### src/rtl/game_pkg.sv
// rtl/game_pkg.sv - shared state type, default timing and LFSR helpers for the mole game sequencer
package game_pkg;

    typedef enum logic [2:0] {
        IDLE,
        ARM,
        SHOW_ENTRY,
        SHOW,
        GAP_ENTRY,
        GAP,
        DONE,
        CLEAR
    } game_state_e;

    localparam int unsigned DEF_ARM_CYCLES  = 300_000_000;
    localparam int unsigned DEF_SHOW_CYCLES = 100_000_000;
    localparam int unsigned DEF_GAP_CYCLES  = 25_000_000;
    localparam int unsigned DEF_NUM_ROUNDS  = 30;
    localparam logic [15:0] DEF_SEED        = 16'hACE1;

    // Galois form of x^16+x^14+x^13+x^11, shifting right
    localparam logic [15:0] LFSR_TAPS = 16'hB400;

    function automatic logic [15:0] lfsr_step(input logic [15:0] v);
        return v[0] ? ((v >> 1) ^ LFSR_TAPS) : (v >> 1);
    endfunction

    // An all-zero seed would lock the LFSR up
    function automatic logic [15:0] seed_or_default(input logic [15:0] s);
        return (s == 16'h0000) ? DEF_SEED : s;
    endfunction

endpackage

### src/rtl/game_sequencer_if.sv
// rtl/game_sequencer_if.sv - control/score bus between the round sequencer and the scorer side
interface game_sequencer_if;

    logic       start;
    logic       abort;
    logic [7:0] molehit;
    logic       gamestart;
    logic       gameend;
    logic       enable;
    logic [7:0] mole_pos;
    logic [7:0] rounds_left;
    logic       busy;

    modport master (
        input  start, abort, molehit,
        output gamestart, gameend, enable, mole_pos, rounds_left, busy
    );

    modport slave (
        output start, abort, molehit,
        input  gamestart, gameend, enable, mole_pos, rounds_left, busy
    );

endinterface

### src/rtl/mole_lfsr.sv
// rtl/mole_lfsr.sv - free-running 16-bit Galois LFSR with no-immediate-repeat mole index pick
module mole_lfsr
    import game_pkg::*;
#(
    parameter logic [15:0] SEED = DEF_SEED
) (
    input  logic       clk_i,
    input  logic       rst_i,
    input  logic [2:0] prev_idx_i,
    output logic [2:0] idx_o
);

    logic [15:0] lfsr_q;
    logic [15:0] lfsr_d;

    assign lfsr_d = lfsr_step(lfsr_q);

    always_ff @(posedge clk_i or posedge rst_i) begin
        if (rst_i) begin
            lfsr_q <= seed_or_default(SEED);
        end else begin
            lfsr_q <= lfsr_d;
        end
    end

    // 3-bit add wraps 7 back to 0
    assign idx_o = (lfsr_q[2:0] == prev_idx_i) ? (lfsr_q[2:0] + 3'd1) : lfsr_q[2:0];

endmodule

### src/rtl/game_sequencer.sv
// rtl/game_sequencer.sv - countdown plus show/gap round controller driving the mole scorer
module game_sequencer
    import game_pkg::*;
#(
    parameter int unsigned ARM_CYCLES  = DEF_ARM_CYCLES,
    parameter int unsigned SHOW_CYCLES = DEF_SHOW_CYCLES,
    parameter int unsigned GAP_CYCLES  = DEF_GAP_CYCLES,
    parameter int unsigned NUM_ROUNDS  = DEF_NUM_ROUNDS,
    parameter logic [15:0] SEED        = DEF_SEED
) (
    input  logic              CLK100MHZ,
    input  logic              reset,
    game_sequencer_if.master  bus
);

    if (ARM_CYCLES == 0 || SHOW_CYCLES == 0 || GAP_CYCLES == 0 ||
        NUM_ROUNDS == 0 || NUM_ROUNDS > 255) begin : g_bad_params
        $error("game_sequencer: cycle counts must be nonzero and NUM_ROUNDS in 1..255");
    end

    localparam logic [31:0] ARM_LOAD    = 32'(ARM_CYCLES - 1);
    localparam logic [31:0] SHOW_LOAD   = 32'(SHOW_CYCLES - 1);
    localparam logic [31:0] GAP_LOAD    = 32'(GAP_CYCLES - 1);
    localparam logic [7:0]  ROUNDS_LOAD = 8'(NUM_ROUNDS);

    game_state_e state_q;
    logic [31:0] cnt_q;
    logic [2:0]  prev_idx_q;
    logic [2:0]  idx;
    logic        gamestart_q;
    logic        gameend_q;
    logic        enable_q;
    logic        busy_q;
    logic [7:0]  mole_pos_q;
    logic [7:0]  rounds_left_q;

    mole_lfsr #(
        .SEED (SEED)
    ) u_lfsr (
        .clk_i      (CLK100MHZ),
        .rst_i      (reset),
        .prev_idx_i (prev_idx_q),
        .idx_o      (idx)
    );

    always_ff @(posedge CLK100MHZ or posedge reset) begin
        if (reset) begin
            state_q       <= IDLE;
            cnt_q         <= 32'd0;
            prev_idx_q    <= 3'd0;
            gamestart_q   <= 1'b0;
            gameend_q     <= 1'b0;
            enable_q      <= 1'b0;
            busy_q        <= 1'b0;
            mole_pos_q    <= 8'd0;
            rounds_left_q <= 8'd0;
        end else begin
            enable_q <= 1'b0;
            if (bus.abort) begin
                state_q       <= IDLE;
                cnt_q         <= 32'd0;
                gamestart_q   <= 1'b0;
                gameend_q     <= 1'b0;
                busy_q        <= 1'b0;
                mole_pos_q    <= 8'd0;
                rounds_left_q <= 8'd0;
            end else begin
                unique case (state_q)
                    IDLE, CLEAR: begin
                        if (state_q == CLEAR || bus.start) begin
                            state_q       <= ARM;
                            cnt_q         <= ARM_LOAD;
                            rounds_left_q <= ROUNDS_LOAD;
                            gamestart_q   <= 1'b1;
                            gameend_q     <= 1'b0;
                            busy_q        <= 1'b1;
                        end
                    end
                    ARM, GAP: begin
                        if (cnt_q != 32'd0) begin
                            cnt_q <= cnt_q - 32'd1;
                        end else if (state_q == GAP && rounds_left_q == 8'd0) begin
                            state_q   <= DONE;
                            busy_q    <= 1'b0;
                            gameend_q <= 1'b1;
                        end else begin
                            state_q       <= SHOW_ENTRY;
                            cnt_q         <= SHOW_LOAD;
                            mole_pos_q    <= 8'd1 << idx;
                            prev_idx_q    <= idx;
                            enable_q      <= 1'b1;
                            rounds_left_q <= rounds_left_q - 8'd1;
                        end
                    end
                    SHOW_ENTRY: state_q <= SHOW;
                    SHOW: begin
                        // a hit only counts once the scorer has latched the mole
                        if (cnt_q == 32'd0 || bus.molehit != 8'd0) begin
                            state_q    <= GAP_ENTRY;
                            cnt_q      <= GAP_LOAD;
                            mole_pos_q <= 8'd0;
                            enable_q   <= 1'b1;
                        end else begin
                            cnt_q <= cnt_q - 32'd1;
                        end
                    end
                    GAP_ENTRY: state_q <= GAP;
                    DONE: begin
                        if (bus.start) begin
                            state_q     <= CLEAR;
                            gamestart_q <= 1'b0;
                            gameend_q   <= 1'b0;
                        end
                    end
                endcase
            end
        end
    end

    assign bus.gamestart   = gamestart_q;
    assign bus.gameend     = gameend_q;
    assign bus.enable      = enable_q;
    assign bus.busy        = busy_q;
    assign bus.mole_pos    = mole_pos_q;
    assign bus.rounds_left = rounds_left_q;

endmodule

### src/flat_wrapper.sv
// flat-port wrapper written by rule: the top's interface ports become plain ports
module game_sequencer_flat import game_pkg::*;
#(
    parameter int unsigned ARM_CYCLES  = DEF_ARM_CYCLES,
    parameter int unsigned SHOW_CYCLES = DEF_SHOW_CYCLES,
    parameter int unsigned GAP_CYCLES  = DEF_GAP_CYCLES,
    parameter int unsigned NUM_ROUNDS  = DEF_NUM_ROUNDS,
    parameter logic [15:0] SEED        = DEF_SEED
)
  (CLK100MHZ, reset, bus_start, bus_abort, bus_molehit, bus_gamestart, bus_gameend, bus_enable, bus_mole_pos, bus_rounds_left, bus_busy);
  game_sequencer_if bus_i ();
  input  logic CLK100MHZ;
  input  logic reset;
  input wire logic [$bits(bus_i.start)-1:0] bus_start;
  input wire logic [$bits(bus_i.abort)-1:0] bus_abort;
  input wire logic [$bits(bus_i.molehit)-1:0] bus_molehit;
  output wire logic [$bits(bus_i.gamestart)-1:0] bus_gamestart;
  output wire logic [$bits(bus_i.gameend)-1:0] bus_gameend;
  output wire logic [$bits(bus_i.enable)-1:0] bus_enable;
  output wire logic [$bits(bus_i.mole_pos)-1:0] bus_mole_pos;
  output wire logic [$bits(bus_i.rounds_left)-1:0] bus_rounds_left;
  output wire logic [$bits(bus_i.busy)-1:0] bus_busy;
  assign bus_i.start = bus_start;
  assign bus_i.abort = bus_abort;
  assign bus_i.molehit = bus_molehit;
  assign bus_gamestart = bus_i.gamestart;
  assign bus_gameend = bus_i.gameend;
  assign bus_enable = bus_i.enable;
  assign bus_mole_pos = bus_i.mole_pos;
  assign bus_rounds_left = bus_i.rounds_left;
  assign bus_busy = bus_i.busy;
  game_sequencer #(.ARM_CYCLES(ARM_CYCLES), .SHOW_CYCLES(SHOW_CYCLES), .GAP_CYCLES(GAP_CYCLES), .NUM_ROUNDS(NUM_ROUNDS), .SEED(SEED)) u_core (.CLK100MHZ(CLK100MHZ), .reset(reset), .bus(bus_i));
endmodule
### config.mk
export PLATFORM = sky130hd
export DESIGN_NAME = game_sequencer_flat
export DESIGN_NICKNAME = d
export VERILOG_FILES = /design/src/rtl/game_pkg.sv /design/src/rtl/game_sequencer_if.sv /design/src/rtl/mole_lfsr.sv /design/src/rtl/game_sequencer.sv /design/src/flat_wrapper.sv
export SDC_FILE = /design/constraint.sdc
export NUM_CORES = 1
export LEC_CHECK = 0
export ABC_AREA = 1
export CORE_ASPECT_RATIO = 1.1
export CORE_UTILIZATION = 55
export CTS_BUF_LIST = sky130_fd_sc_hd__clkbuf_8 sky130_fd_sc_hd__clkbuf_16
export CTS_CLUSTER_SIZE = 12
export DETAILED_ROUTE_END_ITERATION = 8
export HOLD_SLACK_MARGIN = 0.02
export PLACE_DENSITY_LB_ADDON = 0.1
export SYNTH_ARGS = -nofsm -noshare
export SYNTH_HDL_FRONTEND = slang
export SYNTH_HIERARCHICAL = 1
export SYNTH_SLANG_ARGS = --single-unit
### constraint.sdc
create_clock -name CLK100MHZ -period 4.85 [get_ports CLK100MHZ]
set_input_delay 0.7275 -clock CLK100MHZ [delete_from_list [all_inputs] [get_ports CLK100MHZ]]
set_output_delay 0.7275 -clock CLK100MHZ [all_outputs]
set_load 0.1 [all_outputs]
==> out/qor.yml <==
sta:
  finalCritPeriodShare_pct: 63.23
  finalCriticalPeriod_ns: 3.067
  slew_headroom_pct: 33.71
  max_freq_ghz: 0.3261
  hold_violations: 0
  rsz0062_at_grt: "false"
  setup_viol_count_final: 0
  slew_violations: 0
  worstMarginPinSlew_ns: 0.9912
  skew_ns: 0.01339
  tns_ns: 0
placed_design:
  gp_congestion: 0.9215
  place_hpwl_microns: 7797
  port_buffers: 31
logic_synthesis:
  yosys_register_bits: 74
  syn_area_sq_um: 4611
  yosysWarnings: 6
  synth_commonest_cells: "nand2_1, nor2_1, dfrtp_1"
  synth_nets: 658
  yosysSeqAreaShare_pct: 40.38
  yosysMostFrequentCell: "nand2_1"
  syn_inst: 639
  synth_ff_type: "dfrtp_1"
  async_flop_share_pct: 100.0
  avgSynthCellArea_sq_um: 7.215
  synth.distinct_cells: 36
  ys_top_cells_by_area: "dfrtp_1, nand2_1, nor2_1"
  yosys.area.top_type: "dfrtp_1"
  synth_edf_count: 0
  yosysTopAreaCellShare_pct: 35.82
die:
  core_sq_um: 7998
  fp-row-count: 34
  dieHeight_microns: 98.03
  die_area_sq_um: 8754
  ios: 32
  die_w_microns: 89.30
  initial_core_util_pct: 57.65
route:
  avgRoutedWirePerCell_microns: 14.06
  vias_per_cell: 5.411
  drtPass1Iterations: 4
  vias: 4215
  post-route-drc-count: 0
  drt_iter0_markers: 230
  ant_nets: 0
  wl_microns: 10950
worst_setup_path:
  crit_chain: "clkdlybuf4s50_1 > inv_1 > nand2_1 > inv_1 > a21oi_2 > nand3_1 > inv_1 > nand3_1 > nand2_1"
  required_ns: 5.13
  critPathArrivalTime_ns: 3.34
  crit_type: "input pin to flop"
  crit_fanout: 22
  max_stage_delay_ns: 0.73
  critPathBufInv: 4
  crit_slowest_cell: "clkdlybuf4s50_1"
  crit_path_end_kind: "flop"
  path_delay_family: "buffers and inverters"
  cp-start-kind: "input pin"
  crit_top_cell: "inv_1"
cells_and_area:
  syn_to_final_growth_pct: 12.13
  finish.utilization_pct: 64.64
  fillers: 716
  multi_input_area_sq_um: 2386
  drive_above_1_share_pct: 8.495
  diodes: 0
  seqCellArea_sq_um: 1862
  fin_nets: 685
pwr:
  p_comb_share_pct: 51.0
  power_frac_clock_pct: 18.2
  seqPwrFrac_pct: 30.7
  switchingPower_mw: 1.464
  p_per_area_nw_per_um2: 562.8
  vdd_ir_drop_max_mv: 0.2740
  swShare_pct: 50.31
  p_leak_nw: 2.656
  p_int_mw: 1.446
grt:
  grt.overflow.total: 0
  grtUsageTotal_pct: 27.01
  busiest_layer: "met2"
  grt_first_pass_wirelength_microns: 18290
  grtUsageMet3_pct: 2.959
  grt_util_met2_pct: 42.98
  grt_start_max_net_pins: 59
  antenna_found_initial: 0
  first_global_vias: 3920
  globalRouteMet1Util_pct: 36.73
cts:
  cts-resized-gates: 0
  clock_tree.buffer_depth: 2
  numCtsBuffers: 9
  postCtsSetupRepairBufs: 0
  clock-sinks: 74
  root_buffer: "clkbuf_8"
  clock_latency_ns: 0.35
  cts_hold_buffers: 0
  cts_tree: "done"
  h-tree-depth: 3
  path_clk_slew_ns: 0.09
status:
  status: "completed"
flow_run:
  cap_violations: 0
min_path:
  hp-class: "flop to flop"
==> routing by layer <==
layer	up-vias	share of wire [%]	routed length, microns
met5	-	0	0
met4	0	2.9	323
met3	24	4.4	487
met2	133	47	5183
met1	1955	45	4957
li1	2103	-	-
==> metrics by stage <==
stage	cell area (sq um)	std cells	hold slack, ns	setup WS [ns]	power (mW)
after global placement	4952	763	0.3361	1.536	2.339
after detailed placement	4952	763	0.3379	1.450	2.370
after CTS	5170	779	0.3545	1.802	2.904
final	5170	779	0.3439	1.783	2.910
after global routing	5170	779	0.3483	1.439	3.130
after floorplan	4611	639	0.3312	2.459	2.052
==> power by group through the flow <==
stage	logic [mW]	registers [mW]	clock network, mW
2_1_floorplan	0.935	1.12	0
6_report	1.49	0.894	0.530
4_1_cts	1.47	0.890	0.540
3_5_place_dp	1.47	0.899	0
5_1_grt	1.65	0.913	0.568
3_3_place_gp	1.44	0.896	0
==> sequential cells by signal (all words and copies together) (netlist names) <==
register                count
u_core/u_lfsr/lfsr_q       16
u_core/bus.gamestart        1
u_core/bus.mole_pos         8
u_core/bus.rounds_left      8
u_core/bus.enable           1
u_core/prev_idx_q           3
u_core/state_q              3
u_core/cnt_q               32
u_core/bus.busy             1
u_core/bus.gameend          1
==> final timing paths <==
kind | from | end | slack (ns) | depth (start not counted)
min | u_core/u_lfsr/lfsr_q[4]$_DFF_PP0_ | u_core/u_lfsr/lfsr_q[3]$_DFF_PP0_ | 0.34 | 0
min in group asynchronous | reset | u_core/u_lfsr/lfsr_q[2]$_DFF_PP0_ | 0.87 | 2
max in group asynchronous | reset | u_core/cnt_q[12]$_DFFE_PP0P_ | 3.34 | 3
min reg2reg | u_core/u_lfsr/lfsr_q[4]$_DFF_PP0_ | u_core/u_lfsr/lfsr_q[3]$_DFF_PP0_ | 0.34 | 0
max reg2reg | u_core/cnt_q[0]$_DFFE_PP0P_ | u_core/cnt_q[6]$_DFFE_PP0P_ | 2.26 | 11
max | bus_abort | u_core/cnt_q[15]$_DFFE_PP0P_ | 1.78 | 9
==> worst reg2reg max path, stage by stage, from the launching register on <==
cell and delay, ns:
dfrtp_1 0.43, inv_1 0.13, ha_1 0.20, nand2_1 0.16
nor2_4 0.36, nand3_4 0.16, nor2_4 0.18, nand2_2 0.13
nand3_1 0.12, inv_1 0.33, nand2_1 0.18, nand3_1 0.07
==> cell type report <==
class                           count  share of cell area [%]
Sequential cell                    74                   36.01
Clock inverter                      7                   1.815
Inverter                           67                   4.864
Clock buffer                        9                   2.396
Timing Repair Buffer               32                   6.147
Tap cell                          108                   2.614
Multi-Input combinational cell    482                   46.15
==> cell families (layout without fill, tap and decap cells) <==
logic type | count (synthesis) | count (layout) | synth area share, %
fa+ha+maj | 7 | 7 | 1.900
flops | 74 | 74 | 40.38
compound gates | 33 | 33 | 4.071
xor+xnor | 26 | 26 | 4.939
buf+inv | 83 | 115 | 7.870
simple gates | 416 | 416 | 40.84
==> cell usage in the layout, fill, tap and decap left out, drive strengths merged <==
master	count
clkdlybuf4s50	31
o21a	1
bufinv	2
inv	69
buf	1
a31oi	1
xnor2	6
dfstp	8
nand2	218
nor3	4
ha	7
clkinvlp	1
dfrtp	66
o21ai	22
nor2	91
xor2	20
nor4	2
clkbuf	9
nand3	52
a21oi	9
and3	1
clkinv	2
and2	2
nand3b	3
nand4	43
Note: power is estimated with default switching activity, not from simulation.
